## src/rtl/frame_sync_controller.sv

```systemverilog
// Frame sync controller: on each copy-window open, pulses GPU reset, runs a
// multi-client copy, then resumes the CPU and counts the completed frame.
module frame_sync_controller #(
  parameter int          VPOS_W    = 10,
  parameter int unsigned COPY_LINE = 511,
  parameter int          N_CH      = 2,
  parameter int          FCNT_W    = 16
) (
  input  logic              clk,
  input  logic              reset,
  input  logic [VPOS_W-1:0] vpos,
  input  logic [N_CH-1:0]   ch_en,
  input  logic [N_CH-1:0]   ch_done,
  output logic              gpu_reset,
  output logic              copy_start,
  output logic              copy,
  output logic              resume,
  output logic              overrun,
  output logic [FCNT_W-1:0] frame_cnt
);

  localparam logic [2:0] S_RUN      = 3'd0;
  localparam logic [2:0] S_GRST     = 3'd1;
  localparam logic [2:0] S_START    = 3'd2;
  localparam logic [2:0] S_COPY     = 3'd3;
  localparam logic [2:0] S_WAIT_END = 3'd4;
  localparam logic [2:0] S_RESUME   = 3'd5;

  logic [2:0]      state;
  logic [2:0]      state_nx;
  logic            copy_time;
  logic            ct_q;
  logic            win_open;
  logic [N_CH-1:0] done_mask;
  logic [N_CH-1:0] mask_nx;
  logic            mask_full;

  assign copy_time = 32'(vpos) >= COPY_LINE;
  assign win_open  = copy_time & ~ct_q;

  // Current-cycle completions count toward the exit decision.
  assign mask_nx   = done_mask | ch_done;
  assign mask_full = &mask_nx;

  always_comb begin
    state_nx = state;
    unique case (state)
      S_RUN: begin
        if (win_open) state_nx = S_GRST;
      end
      S_GRST:  state_nx = S_START;
      S_START: state_nx = S_COPY;
      S_COPY: begin
        if (mask_full)
          state_nx = copy_time ? S_WAIT_END : S_RESUME;
      end
      S_WAIT_END: begin
        if (!copy_time) state_nx = S_RESUME;
      end
      S_RESUME: state_nx = S_RUN;
      default:  state_nx = S_RUN;
    endcase
  end

  // ct_q resets high so a reset inside the window waits for the next one.
  always_ff @(posedge clk or posedge reset) begin
    if (reset) begin
      state <= S_RUN;
      ct_q  <= 1'b1;
    end else begin
      state <= state_nx;
      ct_q  <= copy_time;
    end
  end

  always_ff @(posedge clk or posedge reset) begin
    if (reset) begin
      done_mask <= '0;
    end else if (state == S_START) begin
      done_mask <= ~ch_en;
    end else if (state == S_COPY) begin
      done_mask <= mask_nx;
    end
  end

  always_ff @(posedge clk or posedge reset) begin
    if (reset) begin
      overrun <= 1'b0;
    end else if (state == S_GRST) begin
      overrun <= 1'b0;
    end else if (state == S_COPY && !mask_full && !copy_time) begin
      overrun <= 1'b1;
    end
  end

  always_ff @(posedge clk or posedge reset) begin
    if (reset) begin
      frame_cnt <= '0;
    end else if (state == S_RESUME) begin
      frame_cnt <= frame_cnt + FCNT_W'(1);
    end
  end

  assign gpu_reset  = (state == S_GRST);
  assign copy_start = (state == S_START);
  assign copy       = (state == S_START) |
                      (state == S_COPY)  |
                      (state == S_WAIT_END);
  assign resume     = (state == S_RESUME);

endmodule

```

## config.mk

```make
export PLATFORM = sky130hd
export DESIGN_NAME = frame_sync_controller
export DESIGN_NICKNAME = d
export VERILOG_FILES = /design/src/rtl/frame_sync_controller.sv
export SDC_FILE = /design/constraint.sdc
export NUM_CORES = 1
export LEC_CHECK = 0
export BUFFER_PORTS_ARGS = -buffer_cell sky130_fd_sc_hd__buf_4
export CORE_MARGIN = 2
export CORE_UTILIZATION = 25
export DETAILED_ROUTE_END_ITERATION = 16
export PLACE_DENSITY = 0.45
export SYNTH_ARGS = -nofsm -noshare
export SYNTH_HDL_FRONTEND = slang
export SYNTH_SLANG_ARGS = --single-unit
export TNS_END_PERCENT = 20
```

## constraint.sdc

```tcl
create_clock -name clk -period 2.1 [get_ports clk]
set_input_delay 0.525 -clock clk [delete_from_list [all_inputs] [get_ports clk]]
set_output_delay 0.525 -clock clk [all_outputs]
set_load 0.05 [all_outputs]
```

==> results.txt <==
----------------------------------------------------
[Critical path]
  Crit path buf inv count ... 1
  Crit-path slowest cell ... dfrtp_1
  Largest delay share family, worst path ... flip-flops
  WP data arrival ... between 1 and 1.5 ns
  Category of the most critical setup path ... register to output port
  Delay of the slowest cell on the worst path ... about 0.48 ns
  CP Max Fanout ... 7
  Critical path launch point type ... register
  Critical path, cell by cell ... nand2b_1 -> nor2_2 -> buf_4
  Worst EP required ... ~1.6 ns
  Crit. End Element ... output port

[Finish]
  Count of inserted antenna diode cells ... 0
  Number of fillers in the final layout ... between 400 and 500
  Nets@finish ... ~160
  Most common cell after layout, fill and taps aside ... buf_4
  Commonest non-fill, non-tap cells in the layout ... 37 x buf_4, 22 x dfrtp_1, 14 x nand2_1
  Layout cell share with drive strength beyond 1 ... 0.341
  Area growth from synthesis to layout ... 36.4%
  Final Util ... 0.359

[Synth]
  Average size of a mapped cell ... around 11 um^2
  Fraction of synthesis flops using an asynchronous set or reset pin ... 1.00
  Sequential-to-total area share from yosys stat ... 0.540
  Top area cells in the synthesized netlist ... dfrtp_1 52%, xnor2_1 9.8%, nand2_1 4.9%
  Yosys synthesis warning count ... 0
  Synthesized netlist cell count ... just under 100
  Area share of the leading cell type in the synthesized netlist ... 0.515
  Netlist Area Pre-Place ... approximately 1100 um^2
  Distinct cell type count of the synthesized netlist ... 29
  Biggest area consumer among synthesized cells ... dfrtp_1
  Most common flop cell mapped by yosys ... dfrtp_1
  Post-Synthesis Net Count ... roughly 120
  EDFF count, synth ... 0
  #FFs+latches synth ... 23

[Global route]
  Pin count of the biggest net entering global routing ... 15
  Number of global-route vias before repair ... 877
  Total track usage ... 0.102
  Global-route wire length before repair ... 3950 um
  Global route total overflow ... 0
  Number of antenna violations at the first check in global routing ... 0

[Detailed routing]
  Detailed router's first-iteration violation count ... 21
  Via density ... between 4 and 5
  Remaining antenna violation count ... 0
  Total iterations of the first detailed-routing run ... 4
  Routed vias ... 859
  Mean routed wirelength per cell ... approximately 12 um
  Overall routed net length ... about 2300 um
  Final routed DRC violation total ... 0

[Floorplanning]
  Number of primary I/O pins ... 37
  Floorplan Core Area ... 4060 um^2
  DIE HEIGHT ... about 69 um
  Total die area ... 4810 um^2
  Die outline width ... approximately 69 um
  Row count ... 23
  Starting Density ... 0.263

[Clock network]
  Clock Sink Count ... 23
  Post-CTS clock slew at the launch and capture registers of the worst setup and hold paths ... 0.08 ns
  Maximum level of the CTS H-tree ... 1
  Later-pin clock latency in the skew report ... 0.26 ns
  Number of buffers inserted during clock tree synthesis ... 3
  Clock Tree Root ... clkbuf_8
  Buffers inserted during post-CTS setup optimization ... 0
  TritonCTS clock tree ... built
  Bufs on Longest Clock Path ... 2

[Timing]
  Shortest period the worst path allows ... around 1.9 ns
  Minimum setup slack in the final design ... 0.188 ns
  Ratio of final minimum period to clock period ... 0.911
  Maximum operating frequency ... between 500 and 600 MHz
  Number of hold violations in the final report ... 0
  Setup repair after global routing missed its margin ... false
  Setup TNS ... 0 ns
  Worst slew margin ... 0.622
  Worst slew pin tran ... roughly 0.57 ns
  Slew Viols, Final ... 0
  Skew final ... approximately 0.00095 ns
  Setup violations, final ... 0

[Placement]
  Port bufs ... 36
  Final weighted congestion in routability-driven placement ... slightly above 0.7
  Placed wire-length estimate ... roughly 1800 um
  Worst slack at placement ... around 0.42 ns

[Worst hold path]
  Class of the tightest hold or removal check ... input port to asynchronous set/reset pin

[Power]
  Peak supply drop ... between 800 and 900 uV
  Proportion of total power due to net switching ... 0.441
  Net Switching ... ~0.71 mW
  Internal Dissipation ... between 0.8 and 0.9 mW
  Comb pwr share ... 0.427
  Part of the total power dissipated in sequential elements ... 0.402
  Leakage dissipation ... around 0.74 nW
  Power density normalized to cell area ... 1100 nW/um^2
  Clock Power Share ... 0.171

[Status]
  Status ... complete, no violations

[Run]
  MaxCap Viol Count ... 0

----------------------------------------------------
==> timing repair <==
action | 4_1_cts | 5_1_grt
gates resized for setup | 0 | 1
endpoints found under the setup margin | 0 | 1
hold buffers | 0 | 0
==> layout make-up <==
cell class | instances | area, um^2 | area share
Tap cell | 50 | 62.6 | 0.0429
Clock inverter | 1 | 5.00 | 0.00343
Timing Repair Buffer | 37 | 278 | 0.191
Clock buffer | 3 | 41.3 | 0.0283
Sequential cell | 23 | 577 | 0.396
Multi-Input combinational cell | 71 | 483 | 0.331
Inverter | 3 | 11.3 | 0.00773
==> worst register-to-register path: cells and delay by family (launching register included) <==
family	cells	cell delay (ns)
and+or+nand+nor	3	0.78
xor gates and xnor gates	1	0.15
DFF	1	0.57
==> registers in the layout (all words and copies together) (netlist names) <==
name / flops
done_mask: 2
overrun: 1
frame_cnt: 16
ct_q: 1
state: 3
==> power groups by stage <==
| stage | registers (mW) | clock network [mW] | logic, mW |
|---|---|---|---|
| finish | 0.647 | 0.275 | 0.688 |
| global route | 0.663 | 0.311 | 0.735 |
| CTS | 0.645 | 0.290 | 0.693 |
| detailed placement | 0.654 | 0 | 0.688 |
| global placement | 0.650 | 0 | 0.686 |
| floorplan | 0.755 | 0 | 0.377 |
==> layer usage <==
| layer | wire [um] | vias to the layer above | track usage |
|---|---|---|---|
| li1 | - | 419 | - |
| met5 | 0 | - | 0 |
| met4 | 19 | 0 | 0.0327 |
| met3 | 174 | 2 | 0.0407 |
| met1 | 1000 | 407 | 0.116 |
| met2 | 1110 | 31 | 0.174 |
==> per-stage QoR <==
step / power (mW) / instance area (um^2) / hold slack (ns) / std cells
2_1_floorplan: 1.13 / 1070 / 0.491 / 98
3_3_place_gp: 1.34 / 1410 / 0.465 / 184
3_5_place_dp: 1.34 / 1410 / 0.470 / 184
4_1_cts: 1.63 / 1460 / 0.332 / 188
5_1_grt: 1.71 / 1460 / 0.349 / 188
6_report: 1.61 / 1460 / 0.311 / 188
==> worst paths after layout <==
check,from,endpoint,slack (ns),cells past startpoint
worst max-delay path,state[2],copy_start,0.19,3
worst min-delay path,reset,done_mask[1],0.31,2
worst max register to register,state[0],frame_cnt[15],0.49,4
worst min register to register,frame_cnt[15],frame_cnt[15],0.48,1
max in group asynchronous,reset,frame_cnt[6],1.24,3
min in group clk,ch_en[0],done_mask[0],0.42,2
==> Yosys cell counts, types with 2 or more instances <==
cell and count:
xnor2_1 12, nand2_1 14, nor2_1 6, a21oi_1 5, xor2_1 3, nand4_1 3, and3_1 4, nand2b_1 3
inv_1 3, dfrtp_1 22, and4_1 2, nor3_1 3, nand3_1 2
==> cell families (layout without fill, tap and decap cells) <==
| family | count (synthesis) | in the layout | synth area share |
|---|---|---|---|
| flip-flops | 23 | 23 | 0.540 |
| multiplexers | 1 | 1 | 0.00937 |
| adder cells (fa/ha/maj) | 1 | 1 | 0.0117 |
| AND/OR/NAND/NOR | 45 | 45 | 0.252 |
| XOR/XNOR | 15 | 15 | 0.123 |
| AO/OA/AOI/OAI | 9 | 9 | 0.0492 |
| buffers and inverters | 4 | 44 | 0.0152 |
Note: power is estimated with default switching activity, not from simulation.
